File: config.mk
export PLATFORM = sky130hd
export DESIGN_NAME = mips_main_cu
export DESIGN_NICKNAME = d
export VERILOG_FILES = /design/src/rtl/mips_pkg.sv /design/src/rtl/mips_cu_outdec.sv /design/src/rtl/mips_main_cu.sv
export SDC_FILE = /design/constraint.sdc
export NUM_CORES = 1
export LEC_CHECK = 0
export ABC_AREA = 1
export CAP_MARGIN = 0
export CORE_AREA = 5 5 80 82
export CTS_BUF_LIST = sky130_fd_sc_hd__clkbuf_16
export DETAILED_ROUTE_END_ITERATION = 10
export DIE_AREA = 0 0 85 87
export PLACE_DENSITY = 0.75
export SYNTH_ARGS = -nofsm -noshare
export SYNTH_HDL_FRONTEND = slang
export SYNTH_SLANG_ARGS = --single-unit
File: constraint.sdc
create_clock -name clk -period 1.74 [get_ports clk]
set_input_delay 0.522 -clock clk [delete_from_list [all_inputs] [get_ports clk]]
set_output_delay 0.522 -clock clk [all_outputs]
set_load 0.005 [all_outputs]
File: src/rtl/mips_pkg.sv
// mips_pkg: shared definitions for the multicycle MIPS control path.
// Opcode constants, main-controller state encoding, ALUOp encodings (also
// consumed by the ALU control unit), ALUSrcB / PCSource mux encodings, and
// the control-vector struct produced by the output decoder.
package mips_pkg;

    localparam logic [5:0] OP_R    = 6'b000000;
    localparam logic [5:0] OP_LW   = 6'b100011;
    localparam logic [5:0] OP_SW   = 6'b101011;
    localparam logic [5:0] OP_BEQ  = 6'b000100;
    localparam logic [5:0] OP_J    = 6'b000010;
    localparam logic [5:0] OP_ADDI = 6'b001000;

    typedef enum logic [3:0] {
        S_FETCH  = 4'd0,
        S_DECODE = 4'd1,
        S_MEMADR = 4'd2,
        S_MEMRD  = 4'd3,
        S_MEMWB  = 4'd4,
        S_MEMWR  = 4'd5,
        S_EXEC   = 4'd6,
        S_ALUWB  = 4'd7,
        S_BRANCH = 4'd8,
        S_JUMP   = 4'd9,
        S_ADDIEX = 4'd10,
        S_ADDIWB = 4'd11
    } state_t;

    localparam logic [1:0] ALUOP_ADD   = 2'b00;
    localparam logic [1:0] ALUOP_SUB   = 2'b01;
    localparam logic [1:0] ALUOP_FUNCT = 2'b10;

    localparam logic [1:0] SRCB_B     = 2'b00;
    localparam logic [1:0] SRCB_FOUR  = 2'b01;
    localparam logic [1:0] SRCB_IMM   = 2'b10;
    localparam logic [1:0] SRCB_IMMSH = 2'b11;

    localparam logic [1:0] PCSRC_ALU    = 2'b00;
    localparam logic [1:0] PCSRC_ALUOUT = 2'b01;
    localparam logic [1:0] PCSRC_JUMP   = 2'b10;

    typedef struct packed {
        logic       iord;
        logic       memread;
        logic       memwrite;
        logic       irwrite;
        logic       regdst;
        logic       memtoreg;
        logic       regwrite;
        logic       alusrca;
        logic [1:0] alusrcb;
        logic [1:0] aluop;
        logic [1:0] pcsource;
        logic       pcwrite;
        logic       pcwritecond;
        logic       illegal;
        logic       retire;
    } ctrl_t;

    function automatic logic is_known_op(input logic [5:0] op);
        return (op == OP_R) || (op == OP_LW) || (op == OP_SW) ||
               (op == OP_BEQ) || (op == OP_J) || (op == OP_ADDI);
    endfunction

endpackage

File: src/rtl/mips_cu_outdec.sv
// mips_cu_outdec: combinational state -> control-vector decode.
//   state     in   current controller state
//   mem_ready in   memory handshake (only looked at in FETCH / MEMWR)
//   opcode    in   IR opcode (only looked at in DECODE, for illegal)
//   ctrl      out  full datapath control vector incl. illegal / retire
module mips_cu_outdec
    import mips_pkg::*;
(
    input  state_t     state,
    input  logic       mem_ready,
    input  logic [5:0] opcode,
    output ctrl_t      ctrl
);

    always_comb begin
        ctrl = '0;
        case (state)
            S_FETCH: begin
                ctrl.memread  = 1'b1;
                ctrl.alusrcb  = SRCB_FOUR;
                ctrl.aluop    = ALUOP_ADD;
                ctrl.pcsource = PCSRC_ALU;
                // IR and PC+4 commit only when the fetch read completes
                ctrl.irwrite  = mem_ready;
                ctrl.pcwrite  = mem_ready;
            end
            S_DECODE: begin
                // speculative branch target: PC + (imm << 2)
                ctrl.alusrcb  = SRCB_IMMSH;
                ctrl.aluop    = ALUOP_ADD;
                ctrl.illegal  = ~is_known_op(opcode);
            end
            S_MEMADR, S_ADDIEX: begin
                ctrl.alusrca  = 1'b1;
                ctrl.alusrcb  = SRCB_IMM;
                ctrl.aluop    = ALUOP_ADD;
            end
            S_MEMRD: begin
                ctrl.iord     = 1'b1;
                ctrl.memread  = 1'b1;
            end
            S_MEMWB: begin
                ctrl.regwrite = 1'b1;
                ctrl.memtoreg = 1'b1;
                ctrl.retire   = 1'b1;
            end
            S_MEMWR: begin
                ctrl.iord     = 1'b1;
                ctrl.memwrite = 1'b1;
                ctrl.retire   = mem_ready;
            end
            S_EXEC: begin
                ctrl.alusrca  = 1'b1;
                ctrl.alusrcb  = SRCB_B;
                ctrl.aluop    = ALUOP_FUNCT;
            end
            S_ALUWB: begin
                ctrl.regwrite = 1'b1;
                ctrl.regdst   = 1'b1;
                ctrl.retire   = 1'b1;
            end
            S_BRANCH: begin
                ctrl.alusrca     = 1'b1;
                ctrl.alusrcb     = SRCB_B;
                ctrl.aluop       = ALUOP_SUB;
                ctrl.pcwritecond = 1'b1;
                ctrl.pcsource    = PCSRC_ALUOUT;
                ctrl.retire      = 1'b1;
            end
            S_JUMP: begin
                ctrl.pcwrite  = 1'b1;
                ctrl.pcsource = PCSRC_JUMP;
                ctrl.retire   = 1'b1;
            end
            S_ADDIWB: begin
                ctrl.regwrite = 1'b1;
                ctrl.retire   = 1'b1;
            end
            default: ctrl = '0;
        endcase
    end

endmodule

File: src/rtl/mips_main_cu.sv
// mips_main_cu: multicycle MIPS main control unit.
//   clk, rst          clock / async active-high reset
//   opcode            IR[31:26], valid from DECODE on
//   mem_ready         memory completes the current access this cycle
//   IorD..PCWriteCond datapath enables and mux selects
//   illegal           one-cycle pulse in DECODE for an unknown opcode
//   retire            one-cycle pulse in the last cycle of an instruction
//   retire_count      wrapping count of retired instructions
module mips_main_cu
    import mips_pkg::*;
#(
    parameter int CNT_W = 32
) (
    input  logic             clk,
    input  logic             rst,
    input  logic [5:0]       opcode,
    input  logic             mem_ready,
    output logic             IorD,
    output logic             MemRead,
    output logic             MemWrite,
    output logic             IRWrite,
    output logic             RegDst,
    output logic             MemtoReg,
    output logic             RegWrite,
    output logic             ALUSrcA,
    output logic [1:0]       ALUSrcB,
    output logic [1:0]       ALUOp,
    output logic [1:0]       PCSource,
    output logic             PCWrite,
    output logic             PCWriteCond,
    output logic             illegal,
    output logic             retire,
    output logic [CNT_W-1:0] retire_count
);

    state_t state, state_nxt;
    ctrl_t  ctrl;

    always_ff @(posedge clk or posedge rst) begin
        if (rst) state <= S_FETCH;
        else     state <= state_nxt;
    end

    always_comb begin
        state_nxt = state;
        case (state)
            S_FETCH:  if (mem_ready) state_nxt = S_DECODE;
            S_DECODE: begin
                case (opcode)
                    OP_R:         state_nxt = S_EXEC;
                    OP_LW, OP_SW: state_nxt = S_MEMADR;
                    OP_BEQ:       state_nxt = S_BRANCH;
                    OP_J:         state_nxt = S_JUMP;
                    OP_ADDI:      state_nxt = S_ADDIEX;
                    default:      state_nxt = S_FETCH;
                endcase
            end
            S_MEMADR: state_nxt = (opcode == OP_SW) ? S_MEMWR : S_MEMRD;
            S_MEMRD:  if (mem_ready) state_nxt = S_MEMWB;
            S_MEMWR:  if (mem_ready) state_nxt = S_FETCH;
            S_EXEC:   state_nxt = S_ALUWB;
            S_ADDIEX: state_nxt = S_ADDIWB;
            S_MEMWB, S_ALUWB, S_BRANCH, S_JUMP, S_ADDIWB: state_nxt = S_FETCH;
            default:  state_nxt = S_FETCH;
        endcase
    end

    mips_cu_outdec u_outdec (
        .state     (state),
        .mem_ready (mem_ready),
        .opcode    (opcode),
        .ctrl      (ctrl)
    );

    assign IorD        = ctrl.iord;
    assign MemRead     = ctrl.memread;
    assign MemWrite    = ctrl.memwrite;
    assign IRWrite     = ctrl.irwrite;
    assign RegDst      = ctrl.regdst;
    assign MemtoReg    = ctrl.memtoreg;
    assign RegWrite    = ctrl.regwrite;
    assign ALUSrcA     = ctrl.alusrca;
    assign ALUSrcB     = ctrl.alusrcb;
    assign ALUOp       = ctrl.aluop;
    assign PCSource    = ctrl.pcsource;
    assign PCWrite     = ctrl.pcwrite;
    assign PCWriteCond = ctrl.pcwritecond;
    assign illegal     = ctrl.illegal;
    assign retire      = ctrl.retire;

    always_ff @(posedge clk or posedge rst) begin
        if (rst)         retire_count <= '0;
        else if (retire) retire_count <= retire_count + 1'b1;
    end

endmodule

Yosys cells after proc, flatten, opt, wreduce, memory -nomap -nowiden
Cells that the tools add are included.
{"block": "totals", "regBits": 36, "in_bits": 9, "out_inout_bits": 50, "word_cells": 58}
{"block": "op_classes", "addsub": 1, "eq_ne": 19, "n_mux": 20, "bitwise": 1, "n_reduce_logical": 15}
{"cell": "$pmux W4 S5", "count": 2}
{"cell": "$add A32 B1 Y32 const B", "count": 1}
{"cell": "$pmux W4 S7", "count": 1}
{"cell": "$eq A4 B3 Y1 const B", "count": 4}
{"cell": "$eq A4 B4 Y1 const B", "count": 4}
{"cell": "$eq A6 B6 Y1 const B", "count": 2}
{"cell": "$mux W4", "count": 3}
{"cell": "$mux W1", "count": 10}
{"cell": "$eq A4 B2 Y1 const B", "count": 2}
{"cell": "$reduce_or A2 Y1", "count": 4}
{"cell": "$eq A6 B2 Y1 const B", "count": 1}
{"cell": "$eq A6 B3 Y1 const B", "count": 1}
{"cell": "$eq A6 B4 Y1 const B", "count": 1}
{"cell": "$logic_not A6 Y1", "count": 1}
{"cell": "$ne A2 B2 Y1 const B", "count": 3}
{"cell": "$logic_or A1 B1 Y1", "count": 5}
{"cell": "$reduce_or A5 Y1", "count": 1}
{"cell": "$eq A4 B1 Y1 const B", "count": 1}
{"cell": "$logic_not A4 Y1", "count": 1}
{"cell": "$pmux W1 S2", "count": 2}
{"cell": "$pmux W2 S2", "count": 1}
{"cell": "$reduce_or A4 Y1", "count": 1}
{"cell": "$mux W3", "count": 1}
{"cell": "$reduce_and A3 Y1", "count": 1}
{"cell": "2 further kinds", "count": 2}

Longest topological paths before layout
Gate-level depths: netlist of the first run.
{"block": "logic_depth", "ltp_word": 8, "depth_mapped": 11, "depth_no_buf": 10}

Modules after synthesis
Synthesis of the first run repeated with hierarchy kept, for this count alone.
{"block": "hier_totals", "hier_cells": 348, "area_unflattened_um2": 2434.8}
{"mod": "mips_main_cu", "instances": 1, "cells_each": 290, "area_each_um2": 2175.8, "seq_area_each_um2": 900.9}
{"mod": "mips_cu_outdec", "instances": 1, "cells_each": 58, "area_each_um2": 259.0, "seq_area_each_um2": 0.0}

Worst setup path before layout of the first run
OpenSTA, ideal clock, no wires.
{"block": "synth_path", "path_type": "reg-to-output", "start": "reg state[2]", "end": "out retire", "arrival_ns": 1.122, "required_ns": 1.218, "setup_slack_ns": 0.096, "stages_incl_launch_ff": 10, "n_path_buf": 2, "cell_sequence": "dfrtp_1 > inv_2 > nand2_2 > inv_2 > nand2_2 > nand2_4 > inv_2 > nand2_2 > buf_6 > buf_8"}
{"block": "synth_between", "elab_chain_cells": 3, "word_cells_on_any_way": 8, "classes_between": "eq/ne (6); mux (1); reduce/logical (1)"}
{"element": "from (decl)", "line": "mips_main_cu.sv:36", "text": "state_t state, state_nxt;"}
{"element": "from (signal assigned)", "line": "mips_main_cu.sv:41", "text": "else state <= state_nxt;"}
{"element": "$eq A4 B3 Y1 / $eq A4 B4 Y1 (equally long branches)", "line": "mips_cu_outdec.sv:17", "text": "case (state)"}
{"element": "$reduce_or A5 Y1 (no line)"}
{"element": "$pmux W1 S2 (*)", "line": "mips_cu_outdec.sv:17"}
{"element": "to (decl)", "line": "mips_main_cu.sv:32", "text": "output logic retire,"}
Mark *: on every way between the ends. The rest lies on a longest branch, timed or not.

Worst setup path in the final report of the first run
{"block": "layout_path", "start": "reg state[3]", "end": "out retire"}
Same word-level chain as after synthesis.

==> metrics.md, run 1 <==
| Metric | Value |
|---|---|
| Status | `finished with violations` |
| Failing checks | `setup timing` |
| DRT Pass-1 Iters | `4` |
| Critical path, cell by cell | `buf_6 > nor2_4 > buf_6 > nand3_4 > nand2_4 > inv_2 > nand2_4 > buf_6` |
| Most frequent cells after synthesis | `188 x nand2_1, 68 x nor2_1, 48 x inv_1` |
| Maximum vdd drop | `0.7395 mV` |
| Maximum clock frequency | `506.6 MHz` |
| Final wirelength | `8627 um` |
| DR iter-0 viols | `203` |
| DP HPWL | `5565 um` |
| Asr flop ratio synth | `100.0%` |
| Slack of the critical path | `-0.2339 ns` |
| RR Endpoint | `retire_count[20]` |
| # placed instances | `586` |
| Global-route wire length before repair | `14500 um` |
| Largest area contributor in the netlist | `dfrtp_1` |
| Die footprint | `7395 um2` |
| Syn nets | `437` |
| Met1 Use GR | `27.93%` |
| Die Ht | `87 um` |
| Starting density of the core | `46.10%` |
| Max Fanout on Critical Path | `3` |
| Clock sinks | `36` |
| GR Util All Layers | `24.12%` |
| IO buf count | `58` |
| Layout area overhead | `57.77%` |
| Tmin final | `1.974 ns` |
| Synth Instances | `427` |
| Mapped cell area | `2616 um2` |
| Worst-margin pin slew | `0.3950 ns` |
| Worst Setup SP | `state[3]` |
| Max Root-Sink Buffers | `2` |
| Avg Cell Area, Syn | `6.127 um2` |
| Ant. Diodes | `0` |
| GP Congestion | `0.9453` |
| Detailed-route DRC error count | `0` |
| Leakage power total | `2.084 nW` |
| Finished Layout Cells | `641` |
| R2R setup slack | `-0.07 ns` |
| RSZ-0062 raised after global routing | `yes` |
| Most used cell along the critical path | `buf_6` |
| Routed vias/inst | `4.986` |
| Core box area | `5675 um2` |
| Sequential area share after synthesis | `34.43%` |
| WP data required | `1.22 ns` |
| Initial antenna violation count | `0` |
| Setup CP Type | `register to output pin` |
| Depth of the worst register-to-register path | `11` |
| Pre-CTS setup slack | `-0.8756 ns` |
| Slowest cell on the critical path | `dfrtp_1` |
| Final Skew | `0.003631 ns` |
| Avg WL per Cell | `13.46 um` |
| Flop and latch count out of synthesis | `36` |
| GR Layer Usage met3 | `4.920%` |
| Post-synthesis cell type count | `26` |
| Ranking of synthesized cells by area | `dfrtp_1 34%, nand2_1 27%, nor2_1 9.8%` |
| WP data arrival | `1.45 ns` |
| Final net count | `575` |
| Top-level port count | `59` |
| Largest net degree at the start of global routing | `39` |
| Number of flops mapped to enable cells by yosys | `0` |
| Die width | `85 um` |
| Fraction of layout cells with a size suffix above 1 | `28.62%` |
| CP Capture Point | `retire` |
| Clock-pin slew on the worst setup and hold paths | `0.05 ns` |
| Warning count from the yosys run | `0` |
| Final setup fails | `28` |
| Vias | `3196` |
| H-Tree Depth | `2` |
| Most frequent cell after synthesis | `nand2_1` |
| Headroom to the max-slew limit | `73.46%` |
| Final Hold Fails | `0` |
| Pwr Density | `855.4 nW/um2` |
| Tot Pwr | `3.531 mW` |
| Largest stage delay on the critical path | `0.42 ns` |
| Most used DFF post-synth | `dfrtp_1` |
| Row cnt | `28` |
| Crit end category | `output pin` |
| CTS root buffer | `clkbuf_16` |
| Setup crit start kind | `register` |
| RR Startpoint | `state[3]` |
| CTS buffer count | `5` |
| Overflow after GRT | `0` |
| Final Cycle Share | `113.4%` |
| M2 GR Usage | `43.36%` |
| GRT Max-Usage Layer | `met2` |
| Vias in the first global route | `3199` |
| CTS tree | `built` |
| Type of the most critical hold path | `register to register` |
| Max cap viols | `0` |
| Remaining antenna violation count | `0` |
| Max Slew Vio Count | `0` |
| Top cell type's share of synthesized area | `34.43%` |
| Worst-Skew Late Latency | `0.28 ns` |
==> routing by layer <==
metal / routed length, um / share of wire, %
met4: 319 / 3.7
met2: 4389 / 51
met5: 0 / 0
met1: 3442 / 40
met3: 476 / 5.5
==> sequential cells by signal (all words and copies together) (netlist names) <==
| signal | cells |
|---|---|
| retire_count | 32 |
| state | 4 |
==> metrics by stage <==
step / hold slack [ns] / util (%) / area (um2) / setup TNS, ns
after floorplan: 0.5128 / - / 2616 / 0
after global placement: 0.5156 / 61.38 / 3483 / -10.14
after detailed placement: 0.5253 / 61.38 / 3483 / -11.48
after CTS: 0.5385 / 70.66 / 4010 / -1.937
after global routing: 0.5554 / 72.73 / 4128 / -5.660
final: 0.5314 / 72.73 / 4128 / -3.094
==> worst max-delay path, delay by kind of cell (launching register included) <==
kind	cells	cell delay, ns
buffers and inverters	4	0.40
flip-flops	1	0.42
AND/OR/NAND/NOR	4	0.34
==> power by group <==
| group | switching, mW | leakage [nW] | internal, mW |
|---|---|---|---|
| registers | 0.0842 | 0.488 | 0.899 |
| logic | 0.859 | 1.52 | 0.835 |
| clock network | 0.338 | 0.0738 | 0.515 |
| total | 1.28 | 2.08 | 2.25 |
==> placed cells by master, fill, tap and decap left out, drive strengths merged <==
cell,Yosys,final
a21oi,4,4
buf,7,94
clkbuf,0,6
clkdlybuf4s15,0,5
clkdlybuf4s50,0,30
clkinv,1,2
dfrtp,36,36
dlygate4sd2,0,5
dlymetal6s2s,0,2
ha,1,1
inv,51,53
nand2,196,196
nand3,22,22
nand3b,8,8
nand4,7,7
nor2,73,74
nor3,3,3
o211ai,1,1
o21ai,11,11
o22ai,2,2
xor2,4,4
==> logic make-up after synthesis <==
| group | count (synthesis) | synth area share, % |
|---|---|---|
| simple gates | 309 | 50.07 |
| compound gates | 18 | 3.635 |
| xor+xnor | 4 | 1.339 |
| flops | 36 | 34.43 |
| fa+ha+maj | 1 | 0.4782 |
| buf+inv | 59 | 10.04 |
==> layout make-up <==
class / instances / area, um2
tap: 75 / 93.84
timing repair buffer: 137 / 1176
clock inverter: 3 / 11.26
clock buffer: 5 / 125.1
sequential: 36 / 908.4
fill: 464 / 1548
inverter: 52 / 197.7
multi-input combinational: 333 / 1615
==> worst min path at each step <==
| stage | end | startpoint | slack, ns | cells past startpoint |
|---|---|---|---|---|
| global route | retire_count[8] | retire_count[8] | 0.56 | 2 |
| finish | retire_count[8] | retire_count[8] | 0.53 | 2 |
| detailed placement | retire_count[13] | retire_count[13] | 0.53 | 2 |
| floorplan | retire_count[31] | retire_count[31] | 0.51 | 2 |
| CTS | retire_count[13] | retire_count[13] | 0.54 | 2 |
| global placement | retire_count[15] | retire_count[15] | 0.52 | 2 |
==> repair_timing <==
item                                    4_1_cts  5_1_grt
gates cloned                                  0        1
endpoints found under the setup margin       45       55
hold buffers                                  0        0
buffers inserted                             38        8
pin swaps                                    24        4
resized for setup                           137       19
No activity file was read; power rests on OpenSTA's default activity.
==> run 2, diff against run 1 <==
- REMOVE_ABC_BUFFERS: not set -> 1
==> run 2 against run 1 <==
Compared with the run above:
- the run still ends with setup timing left
- design area is 3.8% higher
- global-route usage is 1.5 points lower
- sequential cell count stayed put
- critical endpoint unchanged
- largest cell class unchanged
- highest routed layer unchanged
==> metrics.md, run 2 (synthesized netlist as in run 1, its figures left out) <==
| Metric | Value |
|---|---|
| Critical path, cell by cell | `inv_2 > nor2_4 > buf_6 > nand3_4 > nand2_4 > inv_4 > nand2_4 > buf_6` |
| Vias | `3332` |
| Setup TNS Final | `-2.382 ns` |
| Global-route wire length before repair | `13560 um` |
| Die width | `85 um` |
| Maximum clock frequency | `512.0 MHz` |
| Pre-CTS setup slack | `-0.8551 ns` |
| Placed cell area | `3526 um2` |
| Failing checks | `setup timing` |
| Largest net degree at the start of global routing | `39` |
| Max Slew Vio Count | `0` |
| CTS buffer count | `5` |
| Starting density of the core | `46.10%` |
| Die footprint | `7395 um2` |
| Row cnt | `28` |
| Crit end category | `output pin` |
| Max Root-Sink Buffers | `2` |
| DRT Pass-1 Iters | `5` |
| H-Tree Depth | `2` |
| Max Fanout on Critical Path | `3` |
| Final setup fails | `20` |
| Overflow after GRT | `0` |
| Final wirelength | `9120 um` |
| Worst-margin pin slew | `0.3227 ns` |
| Routed vias/inst | `5.150` |
| Headroom to the max-slew limit | `78.41%` |
| Fraction of layout cells with a size suffix above 1 | `32.17%` |
| IO buf count | `58` |
| Vias in the first global route | `3020` |
| Final Skew | `0.004536 ns` |
| Type of the most critical hold path | `register to register` |
| RSZ-0062 raised after global routing | `yes` |
| DP HPWL | `5460 um` |
| Regs by FF count | `retire_count (32), state (4)` |
| Final net count | `582` |
| Layout area overhead | `63.80%` |
| Clock sinks | `36` |
| Final Cycle Share | `112.2%` |
| Remaining antenna violation count | `0` |
| Clock-pin slew on the worst setup and hold paths | `0.06 ns` |
| Layout Cell Area excl Fill | `4285 um2` |
| CTS root buffer | `clkbuf_16` |
| WP data arrival | `1.43 ns` |
| Initial antenna violation count | `0` |
| Core box area | `5675 um2` |
| Max cap viols | `0` |
| Tmin final | `1.953 ns` |
| GP Congestion | `0.8819` |
| CTS tree | `built` |
| Setup crit start kind | `register` |
| Slack of the critical path | `-0.2131 ns` |
| Detailed-route DRC error count | `0` |
| WP data required | `1.22 ns` |
| Largest register FFs | `32` |
| GR Util All Layers | `22.61%` |
| Leakage power total | `2.104 nW` |
| Most frequent cells in the layout | `177 x nand2_1, 69 x buf_4, 50 x nor2_1` |
| Leading cell type in the layout, fill and taps excluded | `nand2_1` |
| Avg WL per Cell | `14.10 um` |
| Post-CTS Hold Buffers | `0` |
| Top-level port count | `59` |
| Final Hold Fails | `0` |
| Slowest cell on the critical path | `dfrtp_1` |
| Setup CP Type | `register to output pin` |
| Largest stage delay on the critical path | `0.41 ns` |
| Ant. Diodes | `0` |
| Maximum vdd drop | `1.078 mV` |
| Status | `finished with violations` |
| Pwr Density | `889.5 nW/um2` |
| Largest Register | `retire_count` |
| Worst-Skew Late Latency | `0.28 ns` |
| Die Ht | `87 um` |
| DR iter-0 viols | `264` |
[run 2: worst paths after layout]
| path | slack [ns] | start | to | cells past startpoint |
|---|---|---|---|---|
| setup / recovery | -0.21 | state[2] | retire | 8 |
| hold / removal | 0.53 | retire_count[31] | retire_count[31] | 2 |
| setup reg to reg | -0.01 | state[2] | state[0] | 12 |
| hold reg to reg | 0.53 | retire_count[31] | retire_count[31] | 2 |
| max in group asynchronous | 0.93 | rst | retire_count[10] | 3 |
| min in group asynchronous | 0.59 | rst | retire_count[27] | 3 |
[run 2: stage by stage]
stage | hold WS (ns) | instances | util [%] | power [mW]
6_report | 0.5253 | 647 | 75.51 | 3.812
4_1_cts | 0.5405 | 626 | 70.39 | 3.370
3_5_place_dp | 0.5264 | 590 | 62.13 | 2.274
2_1_floorplan | 0.5133 | 420 | - | 1.502
5_1_grt | 0.5650 | 647 | 75.51 | 3.991
3_3_place_gp | 0.5181 | 590 | 62.13 | 2.253
[run 2: layer usage]
| metal | wire length [um] | vias up | GRT usage (%) |
|---|---|---|---|
| met4 | 321 | 0 | 9.640 |
| met3 | 647 | 31 | 4.163 |
| li1 | - | 1599 | - |
| met1 | 3482 | 1530 | 26.71 |
| met5 | 0 | - | 0 |
| met2 | 4669 | 172 | 40.11 |
[run 2: cell type report]
cell class	count	area [um2]
multi-input combinational	334	1718
fill	417	1390
timing repair buffer	143	1222
sequential	36	909.6
inverter	52	207.7
clock buffer	5	125.1
tap	75	93.84
clock inverter	2	8.758
[run 2: timing repair]
| action | in CTS | in global routing |
|---|---|---|
| setup buffers | 29 | 21 |
| endpoints found under the setup margin | 39 | 64 |
| pin swaps | 23 | 8 |
| gates resized for setup | 152 | 41 |
| gates cloned | 0 | 2 |
[run 2: worst max-delay path: cells and delay by family (launching register included)]
| kind | cells | cell delay, ns |
|---|---|---|
| and+or+nand+nor | 4 | 0.38 |
| buffers and inverters | 4 | 0.37 |
| DFF | 1 | 0.41 |
[run 2: power by group]
group	switching, mW	internal [mW]	total [mW]
clock network	0.334	0.514	0.849
logic	1.00	0.950	1.96
registers	0.109	0.899	1.01
total	1.45	2.36	3.81
==> run 3, diff against run 2 <==
- clock period: 1.74 -> 2 ns (I/O delays scaled with it)
==> run 3 against run 2 <==
Compared with the run above:
- non-clock buffer count shrank 41
- via count down 9.7%
- largest cell class unchanged
- core utilization shrank 7.3 points
- clock skew hardly changed
- cell count is 6.5% lower
- sequential cell count unchanged
- critical endpoint unchanged
- wire length is 15% lower
- first-iteration DRC count decreased by 38%
- the flow still finishes with violations (setup timing)
- clock power fell by 13%
==> metrics.md, run 3 (synthesized netlist as in run 1, its figures left out) <==
| Metric | Value |
|---|---|
| DRT Pass-1 Iters | `4` |
| H-Tree Depth | `2` |
| Maximum clock frequency | `479.7 MHz` |
| Worst Hold Launch | `retire_count[15]` |
| Crit end category | `output pin` |
| Vias | `3010` |
| Avg WL per Cell | `12.86 um` |
| Remaining antenna violation count | `0` |
| Leakage power total | `1.887 nW` |
| Tmin final | `2.085 ns` |
| # placed instances | `578` |
| Initial antenna violation count | `0` |
| Die footprint | `7395 um2` |
| CTS tree | `built` |
| Bufs and invs on worst path | `5` |
| Layout Cell Area excl Fill | `3872 um2` |
| Starting density of the core | `46.10%` |
| Fraction of layout cells with a size suffix above 1 | `22.45%` |
| Max Slew Vio Count | `0` |
| Final Cycle Share | `104.2%` |
| Final net count | `539` |
| Largest Register | `retire_count` |
| Status | `finished with violations` |
| RR Startpoint | `state[2]` |
| Final Util | `68.23%` |
| IO buf count | `58` |
| R2R setup slack | `0.16 ns` |
| Top-level port count | `59` |
| Finished Layout Cells | `605` |
| Hold Path Stages | `2` |
| Die width | `85 um` |
| Overflow after GRT | `0` |
| Largest net degree at the start of global routing | `38` |
| Most frequent cells in the layout | `177 x nand2_1, 56 x nor2_1, 44 x inv_1` |
| Regs by FF count | `retire_count (32), state (4)` |
| Maximum vdd drop | `0.5919 mV` |
| Worst Setup SP | `state[2]` |
| Final Skew | `0.004596 ns` |
| GR Util All Layers | `21.55%` |
| Final Hold Fails | `0` |
| Slack of the critical path | `-0.08479 ns` |
| Die Ht | `87 um` |
| Leading cell type in the layout, fill and taps excluded | `nand2_1` |
| WP data arrival | `1.48 ns` |
| Core box area | `5675 um2` |
| Layout area overhead | `48.02%` |
| GP Congestion | `0.8747` |
| Largest register FFs | `32` |
| Setup TNS Final | `-0.2911 ns` |
| RSZ-0062 raised after global routing | `yes` |
| Clock-pin slew on the worst setup and hold paths | `0.05 ns` |
| Worst-Skew Late Latency | `0.28 ns` |
| Type of the most critical hold path | `register to register` |
| Slowest cell on the critical path | `dfrtp_2` |
| Failing checks | `setup timing` |
| Pwr Density | `750.4 nW/um2` |
| Max cap viols | `0` |
| Largest stage delay on the critical path | `0.43 ns` |
| CTS root buffer | `clkbuf_16` |
| Clock sinks | `36` |
| WP data required | `1.40 ns` |
| CTS buffer count | `5` |
| Worst-margin pin slew | `0.5422 ns` |
| Ant. Diodes | `0` |
| WHS | `0.5343 ns` |
| RR Endpoint | `retire_count[19]` |
| Final wirelength | `7779 um` |
| Detailed-route DRC error count | `0` |
| Most used cell along the critical path | `buf_6` |
| Setup crit start kind | `register` |
| Global-route wire length before repair | `13170 um` |
| Depth of the worst register-to-register path | `12` |
| Headroom to the max-slew limit | `63.58%` |
| DR iter-0 viols | `165` |
| Max Root-Sink Buffers | `2` |
| DP HPWL | `5496 um` |
| Setup CP Type | `register to output pin` |
| Register area | `905.9 um2` |
| Final setup fails | `10` |
| Area of the multi-input gates | `1595 um2` |
| Hold Crit Endpoint | `retire_count[15]` |
| Row cnt | `28` |
| Vias in the first global route | `2984` |
| Critical path, cell by cell | `inv_4 > buf_6 > nor2_4 > buf_6 > nand3_4 > nand2_4 > inv_2 > nand2_4 > buf_6` |
| Placed cell area | `3436 um2` |
| Max Fanout on Critical Path | `3` |
| Routed vias/inst | `4.975` |
| Number of fill cells in the layout | `476` |
| Delay-heaviest family, CP | `buffers and inverters` |
[run 3: cell types whose count changed in the layout (fill, tap and decap cells not counted), moves of 2 or more]
cell           before  now
dlygate4sd2_1       1    6
buf_4              69   34
nor2_1             50   56
nand2_8             3    0
o22ai_2             2    0
nand2_2             8   10
inv_2              10    7
dfrtp_1            29   32
o22ai_1             0    2
dfrtp_2             7    4
inv_1              37   44
buf_2              14    3
nor2_4             15    7
inv_4               5    2
[run 3: timing repair]
action | 4_1_cts | 5_1_grt
setup buffers | 14 | 6
gates resized for setup | 104 | 42
hold buffers | 0 | 0
endpoints found under the setup margin | 18 | 23
hold endpoints to repair | 0 | 0
pin swaps | 13 | 12
[run 3: worst reg2reg max path, cell delays in order (launching register included)]
cell     delay, ns
dfrtp_2       0.43
inv_4         0.07
buf_6         0.12
nor2_4        0.11
buf_6         0.12
nand3_4       0.07
nand2_4       0.08
inv_2         0.04
nand2_4       0.08
buf_4         0.36
nand3_1       0.14
nand2_1       0.08
nand2_1       0.05
[run 3: layout make-up]
cell class / count / share of cell area [%]
Multi-Input combinational cell: 332 / 41.20
Timing Repair Buffer: 102 / 24.30
Sequential cell: 36 / 23.39
Inverter: 52 / 5.170
Clock buffer: 5 / 3.231
Tap cell: 75 / 2.423
Clock inverter: 3 / 0.2908
[run 3: how the worst max path moves through the flow]
stage                     endpoint  slack, ns  cells after the start
after floorplan             retire       0.22                      7
after global placement     illegal      -0.71                      8
after detailed placement   illegal      -0.77                      8
after CTS                   retire      -0.15                      9
after global routing        retire      -0.15                      9
final                       retire      -0.08                      9
[run 3: where the power goes]
| part | switching, mW | total, mW | internal (mW) | leakage (nW) |
|---|---|---|---|---|
| Clock | 0.287 | 0.735 | 0.448 | 0.0738 |
| Combinational | 0.666 | 1.30 | 0.636 | 1.32 |
| Sequential | 0.0855 | 0.869 | 0.784 | 0.492 |
| Total | 1.04 | 2.91 | 1.87 | 1.89 |
[run 3: through the flow]
| step | setup slack (ns) | total power [mW] |
|---|---|---|
| after floorplan | 0.2204 | 1.307 |
| after global placement | -0.7107 | 1.924 |
| after detailed placement | -0.7656 | 1.942 |
| after CTS | -0.1481 | 2.769 |
| after global routing | -0.1466 | 3.057 |
| final | -0.08479 | 2.906 |
[run 3: metal layers]
| metal | wire length (um) | track usage [%] | vias up |
|---|---|---|---|
| li1 | - | - | 1513 |
| met1 | 3181 | 24.99 | 1385 |
| met2 | 3893 | 37.78 | 89 |
| met3 | 453 | 4.825 | 23 |
| met4 | 250 | 9.928 | 0 |
| met5 | 0 | 0 | - |
